## src/rtl/watch_counter.sv

```systemverilog
// Time-of-day / stopwatch counter: ticks -> csec/sec/min/hour with run/stop, clear and manual set.
// Latency: one clk, every event sampled on an edge is visible on the outputs right after that edge.
// No backpressure: every tick is consumed; optional alarm enabled by WATCH_COUNTER_ALARM_EN.
module watch_counter #(
   parameter int CSEC_MAX  = 100,
   parameter int SEC_MAX   = 60,
   parameter int MIN_MAX   = 60,
   parameter int HOUR_MAX  = 24,
   parameter int HOUR_INIT = 0
) (
   input  logic       clk,
   input  logic       rst,
   input  logic       i_tick,
   input  logic       i_run_stop,
   input  logic       i_clear,
   input  logic       i_inc_sec,
   input  logic       i_inc_min,
   input  logic       i_inc_hour,
`ifdef WATCH_COUNTER_ALARM_EN
   input  logic [5:0] i_alarm_min,
   input  logic [4:0] i_alarm_hour,
   input  logic       i_alarm_arm,
   output logic       o_alarm,
`endif
   output logic [6:0] o_csec,
   output logic [5:0] o_sec,
   output logic [5:0] o_min,
   output logic [4:0] o_hour,
   output logic       o_running,
   output logic       o_day_tick
);

   typedef enum logic {ST_STOP = 1'b0, ST_RUN = 1'b1} state_t;

   localparam logic [6:0] CSEC_LAST = 7'(CSEC_MAX - 1);
   localparam logic [5:0] SEC_LAST  = 6'(SEC_MAX - 1);
   localparam logic [5:0] MIN_LAST  = 6'(MIN_MAX - 1);
   localparam logic [4:0] HOUR_LAST = 5'(HOUR_MAX - 1);
   localparam logic [4:0] HOUR_RST  = 5'(HOUR_INIT);

   state_t     r_state, w_state_nxt;
   logic [6:0] r_csec, w_csec_nxt;
   logic [5:0] r_sec, w_sec_nxt;
   logic [5:0] r_min, w_min_nxt;
   logic [4:0] r_hour, w_hour_nxt;
   logic       r_day_tick, w_day_tick_nxt;
   logic       w_count;

   // A tick only counts when not cleared and the pre-toggle state is RUN.
   assign w_count = !i_clear && (r_state == ST_RUN) && i_tick;

   // Next-state: clear wins, run/stop toggles, counting cascade in RUN, per-field set in STOP.
   always_comb begin
      w_state_nxt    = r_state;
      w_csec_nxt     = r_csec;
      w_sec_nxt      = r_sec;
      w_min_nxt      = r_min;
      w_hour_nxt     = r_hour;
      w_day_tick_nxt = 1'b0;
      if (i_clear) begin
         w_state_nxt = ST_STOP;
         w_csec_nxt  = '0;
         w_sec_nxt   = '0;
         w_min_nxt   = '0;
         w_hour_nxt  = HOUR_RST;
      end else begin
         if (i_run_stop) begin
            w_state_nxt = (r_state == ST_RUN) ? ST_STOP : ST_RUN;
         end
         if (r_state == ST_RUN) begin
            if (i_tick) begin
               if (r_csec == CSEC_LAST) begin
                  w_csec_nxt = '0;
                  if (r_sec == SEC_LAST) begin
                     w_sec_nxt = '0;
                     if (r_min == MIN_LAST) begin
                        w_min_nxt = '0;
                        if (r_hour == HOUR_LAST) begin
                           w_hour_nxt     = '0;
                           w_day_tick_nxt = 1'b1;
                        end else begin
                           w_hour_nxt = r_hour + 5'd1;
                        end
                     end else begin
                        w_min_nxt = r_min + 6'd1;
                     end
                  end else begin
                     w_sec_nxt = r_sec + 6'd1;
                  end
               end else begin
                  w_csec_nxt = r_csec + 7'd1;
               end
            end
         end else begin
            // Manual set: each field wraps on its own, no carry, no day tick.
            if (i_inc_sec) begin
               w_sec_nxt = (r_sec == SEC_LAST) ? 6'd0 : r_sec + 6'd1;
            end
            if (i_inc_min) begin
               w_min_nxt = (r_min == MIN_LAST) ? 6'd0 : r_min + 6'd1;
            end
            if (i_inc_hour) begin
               w_hour_nxt = (r_hour == HOUR_LAST) ? 5'd0 : r_hour + 5'd1;
            end
         end
      end
   end

   // State and time registers with asynchronous active-low reset.
   always_ff @(posedge clk or negedge rst) begin
      if (!rst) begin
         r_state    <= ST_STOP;
         r_csec     <= '0;
         r_sec      <= '0;
         r_min      <= '0;
         r_hour     <= HOUR_RST;
         r_day_tick <= 1'b0;
      end else begin
         r_state    <= w_state_nxt;
         r_csec     <= w_csec_nxt;
         r_sec      <= w_sec_nxt;
         r_min      <= w_min_nxt;
         r_hour     <= w_hour_nxt;
         r_day_tick <= w_day_tick_nxt;
      end
   end

`ifdef WATCH_COUNTER_ALARM_EN
   logic r_alarm, w_alarm_nxt;

   // Alarm fires only when a counting edge lands exactly on hh:mm:00.00.
   always_comb begin
      w_alarm_nxt = i_alarm_arm && w_count
                    && (w_hour_nxt == i_alarm_hour) && (w_min_nxt == i_alarm_min)
                    && (w_sec_nxt == 6'd0) && (w_csec_nxt == 7'd0);
   end

   // Alarm pulse register.
   always_ff @(posedge clk or negedge rst) begin
      if (!rst) begin
         r_alarm <= 1'b0;
      end else begin
         r_alarm <= w_alarm_nxt;
      end
   end

   assign o_alarm = r_alarm;
`else
   logic w_count_unused;
   assign w_count_unused = w_count;
`endif

   assign o_csec     = r_csec;
   assign o_sec      = r_sec;
   assign o_min      = r_min;
   assign o_hour     = r_hour;
   assign o_running  = (r_state == ST_RUN);
   assign o_day_tick = r_day_tick;

endmodule

```

## config.mk

```make
export PLATFORM = sky130hd
export DESIGN_NAME = watch_counter
export DESIGN_NICKNAME = d
export VERILOG_FILES = /design/src/rtl/watch_counter.sv
export SDC_FILE = /design/constraint.sdc
export NUM_CORES = 1
export LEC_CHECK = 0
export CAP_MARGIN = 20
export CELL_PAD_IN_SITES_DETAIL_PLACEMENT = 1
export CELL_PAD_IN_SITES_GLOBAL_PLACEMENT = 1
export CORE_MARGIN = 3
export CORE_UTILIZATION = 34
export DETAILED_ROUTE_END_ITERATION = 8
export PLACE_DENSITY = 0.72
export SETUP_SLACK_MARGIN = 0.02
export SYNTH_ARGS = -nofsm -noshare
export SYNTH_HDL_FRONTEND = slang
export SYNTH_SLANG_ARGS = --single-unit
```

## constraint.sdc

```tcl
create_clock -name clk -period 2.2 [get_ports clk]
set_input_delay 0.44 -clock clk [delete_from_list [all_inputs] [get_ports clk]]
set_output_delay 0.44 -clock clk [all_outputs]
set_load 0.005 [all_outputs]
```

* Word level (Yosys, flattened, before mapping)
Cells that the tools add are included.
** Storage, ports and cells
- Flip-flop bits (word level) :: 26
- Input bits :: 8
** Operators by class
- Equality and inequality tests :: 8
- Reductions and logical operators :: 10
- Add/sub/neg operators :: 4
- Multiplexer cells :: 35
** Operators by type and width (count)
- 2-to-1 mux 6 bit :: 13
- 2-to-1 mux 5 bit :: 8
- 2-to-1 mux 7 bit :: 4
- adder 6 x 1 -> 6 bit (second input constant) :: 2
- equality test 6 bit (second input constant) :: 2
- 2-to-1 mux 1 bit :: 10
- inequality test 3 x 2 -> 1 bit (second input constant) :: 3
- nonzero test 3 bit :: 3
- adder 7 x 1 -> 7 bit (second input constant) :: 1
- equality test 7 bit (second input constant) :: 1
- nonzero test 2 bit :: 3
- adder 5 x 1 -> 5 bit (second input constant) :: 1
- equality test 5 bit (second input constant) :: 1
- AND reduction 5 bit :: 1
- AND reduction 4 bit :: 1
- inequality test 3 bit (second input constant) :: 1
- AND reduction 3 bit :: 1
- AND reduction 2 bit :: 1

* Longest topological paths before layout
- Depth after elaboration :: 8
- Gate-level depth with buffers :: 6

* Worst setup path before layout
Ideal clock, no wire load.
- Kind :: reg-to-reg
- Start point :: register r_csec[3] (netlist: o_csec[3])
- End point :: register r_hour[0] (netlist: o_hour[0])
- Path slack :: -0.030 ns
- Period minus slack after synthesis :: 2.230 ns
- Setup time :: 0.125 ns
- Stages on the path, launching flop included :: 6
- Arrival time :: 2.105 ns
- Data required time :: 2.075 ns
- Cell sequence :: dfrtp_1 -> or4b_1 -> buf_2 -> or4_1 -> o21ai_1 -> mux2_2
** On the way
- Word-level cells in the longest chain between the ends :: 3
** Ends and longest elaborated chain
- from (decl) :: line 42 : logic [6:0] r_csec, w_csec_nxt;
- from (signal assigned) :: line 120 : r_csec <= w_csec_nxt;
- equality test 7 bit :: line 72 : if (r_csec == CSEC_LAST) begin
- inequality test 3 x 2 -> 1 bit (no line)
- AND reduction 5 bit (no line)
- to (signal assigned) :: line 123 : r_hour <= w_hour_nxt;
- to (decl) :: line 45 : logic [4:0] r_hour, w_hour_nxt;
Every way passes these cells.
A chain may end at the register's enable or synchronous reset.

* Final worst setup path
- Start point :: register r_csec[3] (netlist: o_csec[3])
- End point :: register r_min[5] (netlist: o_min[5])
** On the way
- Word-level cells in the longest chain between the ends :: 3
** Ends and longest elaborated chain
- equality test 7 bit :: line 72
- inequality test 3 x 2 -> 1 bit (no line)
- AND reduction 4 bit (no line)
- to (signal assigned) :: line 122 : r_min <= w_min_nxt;
- to (decl) :: line 44 : logic [5:0] r_min, w_min_nxt;
Every way passes these cells.

==> results.sh <==
export IMPL_drtIter0Drc=37
export IMPL_period_minus_slack_ns=2.115
export IMPL_fin_util=0.4975
export IMPL_grt_use_total=0.1756
export IMPL_fmax_mhz=472.9
export IMPL_p_int_uw=868.3
export IMPL_die_area_mm2=0.005330
export IMPL_r2r_start="o_csec[3]$_DFFE_PN0P_"
export IMPL_synthTopCellsByArea="dfrtp_1 (43%), nand3_1 (3.9%), mux2_2 (3.7%)"
export IMPL_worstPathArrival_ns=2.28
export IMPL_fin_nets=218
export IMPL_status="completed"
export IMPL_muxShareOfSynthArea=0.04344
export IMPL_slew_headroom=0.6680
export IMPL_period_share=0.9611
export IMPL_cp_slowest_cell="or4b_4"
export IMPL_clk_insertion_delay_late_ns=0.28
export IMPL_finClkSkew_ns=0.006292
export IMPL_synth_top_family_by_area="simple AND/OR/NAND/NOR gates"
export IMPL_pwr_share_clk=0.349
export IMPL_maxCapViolCount=0
export IMPL_ys_seq_area_frac=0.4262
export IMPL_cts_max_level=1
export IMPL_syn_num_nets=174
export IMPL_synth_edff_count=0
export IMPL_cts_buffers=3
export IMPL_tns_ns=0
export IMPL_required_ns=2.36
export IMPL_yosysTopAreaCell="dfrtp_1"
export IMPL_io_pins=34
export IMPL_crit_path_max_incr_delay_ns=0.58
export IMPL_startpoint_type="register"
export IMPL_critPathKind="reg2reg"
export IMPL_portBuffers=33
export IMPL_finalSetupViolCount=0
export IMPL_synth_top_area_frac=0.4262
export IMPL_die_h_um=73.01
export IMPL_synth_compound_area_share=0.2016
export IMPL_ys_warn_count=0
export IMPL_wl_per_cell_um=17.26
export IMPL_vias=1444
export IMPL_fp_dieW_um=73.01
export IMPL_cts_buffer_depth=2
export IMPL_routed_via_density=5.663
export IMPL_ys_types=44
export IMPL_hp_class="in2async"
export IMPL_ir_drop_uv=331.5
export IMPL_cts_num_sinks=26
export IMPL_synth_xor_area_frac=0.01721
export IMPL_antenna_found_initial=0
export IMPL_synthFlopType="dfrtp_1"
export IMPL_async_flop_share=1.000
export IMPL_start_util=0.3658
export IMPL_r2r_setup_slack_ns=0.09
export IMPL_finalMaxSlewViolations=0
export IMPL_seqPwrFrac=0.469
export IMPL_cts_tree="yes"
export IMPL_rows=23
export IMPL_avgSynthCellArea_um2=9.423
export IMPL_crit_path_start="o_csec[3]$_DFFE_PN0P_"
export IMPL_post_route_drc_count=0
export IMPL_ys_ff_latch=26
export IMPL_holdBufCountCts=0
export IMPL_cts_root_buffer="clkbuf_8"
export IMPL_synthCells=162
export IMPL_worst_r2r_cell_count=4
export IMPL_drt_pass1_iterations=4
export IMPL_overflow=0
export IMPL_comb_power_share=0.181
export IMPL_swShare=0.2527
export IMPL_clk_pin_slew_ns=0.10
export IMPL_core_area_mm2=0.004173
export IMPL_cp_end_kind="register"
export IMPL_antenna_cells=0
export IMPL_tightest_slew_ns=0.4980
export IMPL_power_density_mw_per_mm2=559.7
export IMPL_hold_viol=0
export IMPL_place_hpwl_um=3303
export IMPL_crit_path_end="o_min[5]$_DFFE_PN0P_"
export IMPL_p_leak_nw=0.8732
export IMPL_p_switching_uw=293.5
export IMPL_fill_cells=485
export IMPL_synthSimpleGateAreaFrac=0.2410
export IMPL_grt_start_max_net_pins=27
export IMPL_grt_first_pass_wirelength_um=7534
export IMPL_finalWeightedCongestion=0.7844
export IMPL_rr_endpoint="o_min[5]$_DFFE_PN0P_"
export IMPL_area_growth_pct=35.98
export IMPL_crit_fanout=6
export IMPL_netlist_area_mm2=0.001526
export IMPL_ant_nets=0
export IMPL_wl_um=4402
export IMPL_first_global_vias=1583
export IMPL_drive_gt1_frac=0.1512
export IMPL_mostFrequentLayoutCell="clkdlybuf4s50_1"
export IMPL_crit_chain="or4b_4, or4_4, and3_1, a211o_1"
export IMPL_synthAdderAreaFrac=0.03279
export IMPL_rsz0062_at_grt="no"
export IMPL_final_cell_mix="clkdlybuf4s50_1 (33), dfrtp_1 (26), nand2_1 (14), nand3_1 (12)"
==> critical path: cells and delay by family (launching register included) <==
family | cells | cell delay (ns)
and+or+nand+nor | 3 | 1.34
AOI/OAI and AO/OA | 1 | 0.26
DFF | 1 | 0.39
==> power groups by stage <==
stage               combinational [mW]  sequential (mW)  clock, mW
detailed placement               0.215            0.556          0
global placement                 0.207            0.551          0
floorplan                        0.101            0.545          0
finish                           0.211            0.545      0.406
CTS                              0.216            0.546      0.417
global route                     0.231            0.553      0.437
==> synth_stat cells, types with 4 or more instances <==
cell type / count
nor2_1: 11
nand2_1: 15
a22o_1: 6
nand4b_1: 4
or4_1: 4
o21ai_0: 9
nand3_1: 12
a21oi_1: 6
dfrtp_1: 26
mux2_2: 5
inv_1: 7
ha_1: 4
clkbuf_1: 4
==> state kept, by name (all words and copies together), names as in the netlist <==
| signal | cells |
|---|---|
| o_sec | 6 |
| o_running | 1 |
| o_hour | 5 |
| o_csec | 7 |
| o_min | 6 |
| o_day_tick | 1 |
==> worst min-delay path by stage <==
stage | startpoint | end | slack [ns] | depth (start not counted)
3_3_place_gp | o_sec[1]$_DFFE_PN0P_ | o_sec[1]$_DFFE_PN0P_ | 0.52 | 2
6_report | rst | o_hour[3]$_DFFE_PN0P_ | 0.53 | 2
3_5_place_dp | o_sec[0]$_DFFE_PN0P_ | o_sec[0]$_DFFE_PN0P_ | 0.55 | 1
2_1_floorplan | rst | o_csec[0]$_DFFE_PN0P_ | 0.14 | 0
4_1_cts | rst | o_hour[3]$_DFFE_PN0P_ | 0.54 | 2
5_1_grt | rst | o_hour[4]$_DFFE_PN0P_ | 0.54 | 2
==> metal layers <==
| layer | GRT usage | wire length [µm] | vias to the layer above |
|---|---|---|---|
| met1 | 0.2188 | 1956 | 725 |
| met5 | 0 | 0 | - |
| li1 | - | - | 692 |
| met4 | 0.03689 | 42 | 0 |
| met3 | 0.02342 | 118 | 5 |
| met2 | 0.3198 | 2285 | 22 |
==> area by class of cell <==
| class | instances | area [µm²] | area share |
|---|---|---|---|
| clock buffers | 3 | 41.29 | 0.01989 |
| clock inverters | 1 | 30.03 | 0.01447 |
| inverters | 7 | 26.28 | 0.01266 |
| multi-input cells | 123 | 832.0 | 0.4008 |
| flip-flops and latches | 26 | 650.6 | 0.3134 |
| well taps | 50 | 62.56 | 0.03014 |
| repair buffers | 45 | 432.9 | 0.2086 |
==> cell families after synthesis <==
family                     count (synthesis)
AOI/OAI and AO/OA                         42
adders and majority gates                  4
xor gates and xnor gates                   3
muxes                                      6
buffers and inverters                     13
DFF                                       26
and+or+nand+nor                           68
==> per-stage QoR <==
step	instances	power (mW)	worst slack (ns)	area [µm²]	hold WS, ns
finish	255	1.162	0.08549	2076	0.5270
CTS	255	1.179	0.08027	2076	0.5436
global route	255	1.221	0.02374	2076	0.5422
detailed placement	251	0.7702	-0.04491	2001	0.5482
floorplan	162	0.6458	0.03922	1536	0.1444
global placement	251	0.7578	0.0006826	2001	0.5177
==> what timing repair did <==
item | CTS | global route
setup endpoints to repair | 4 | 0
endpoints found under the hold margin | 0 | 0
resized for setup | 1 | 0
setup buffers | 0 | 0
No activity file was read; power rests on OpenSTA's default activity.
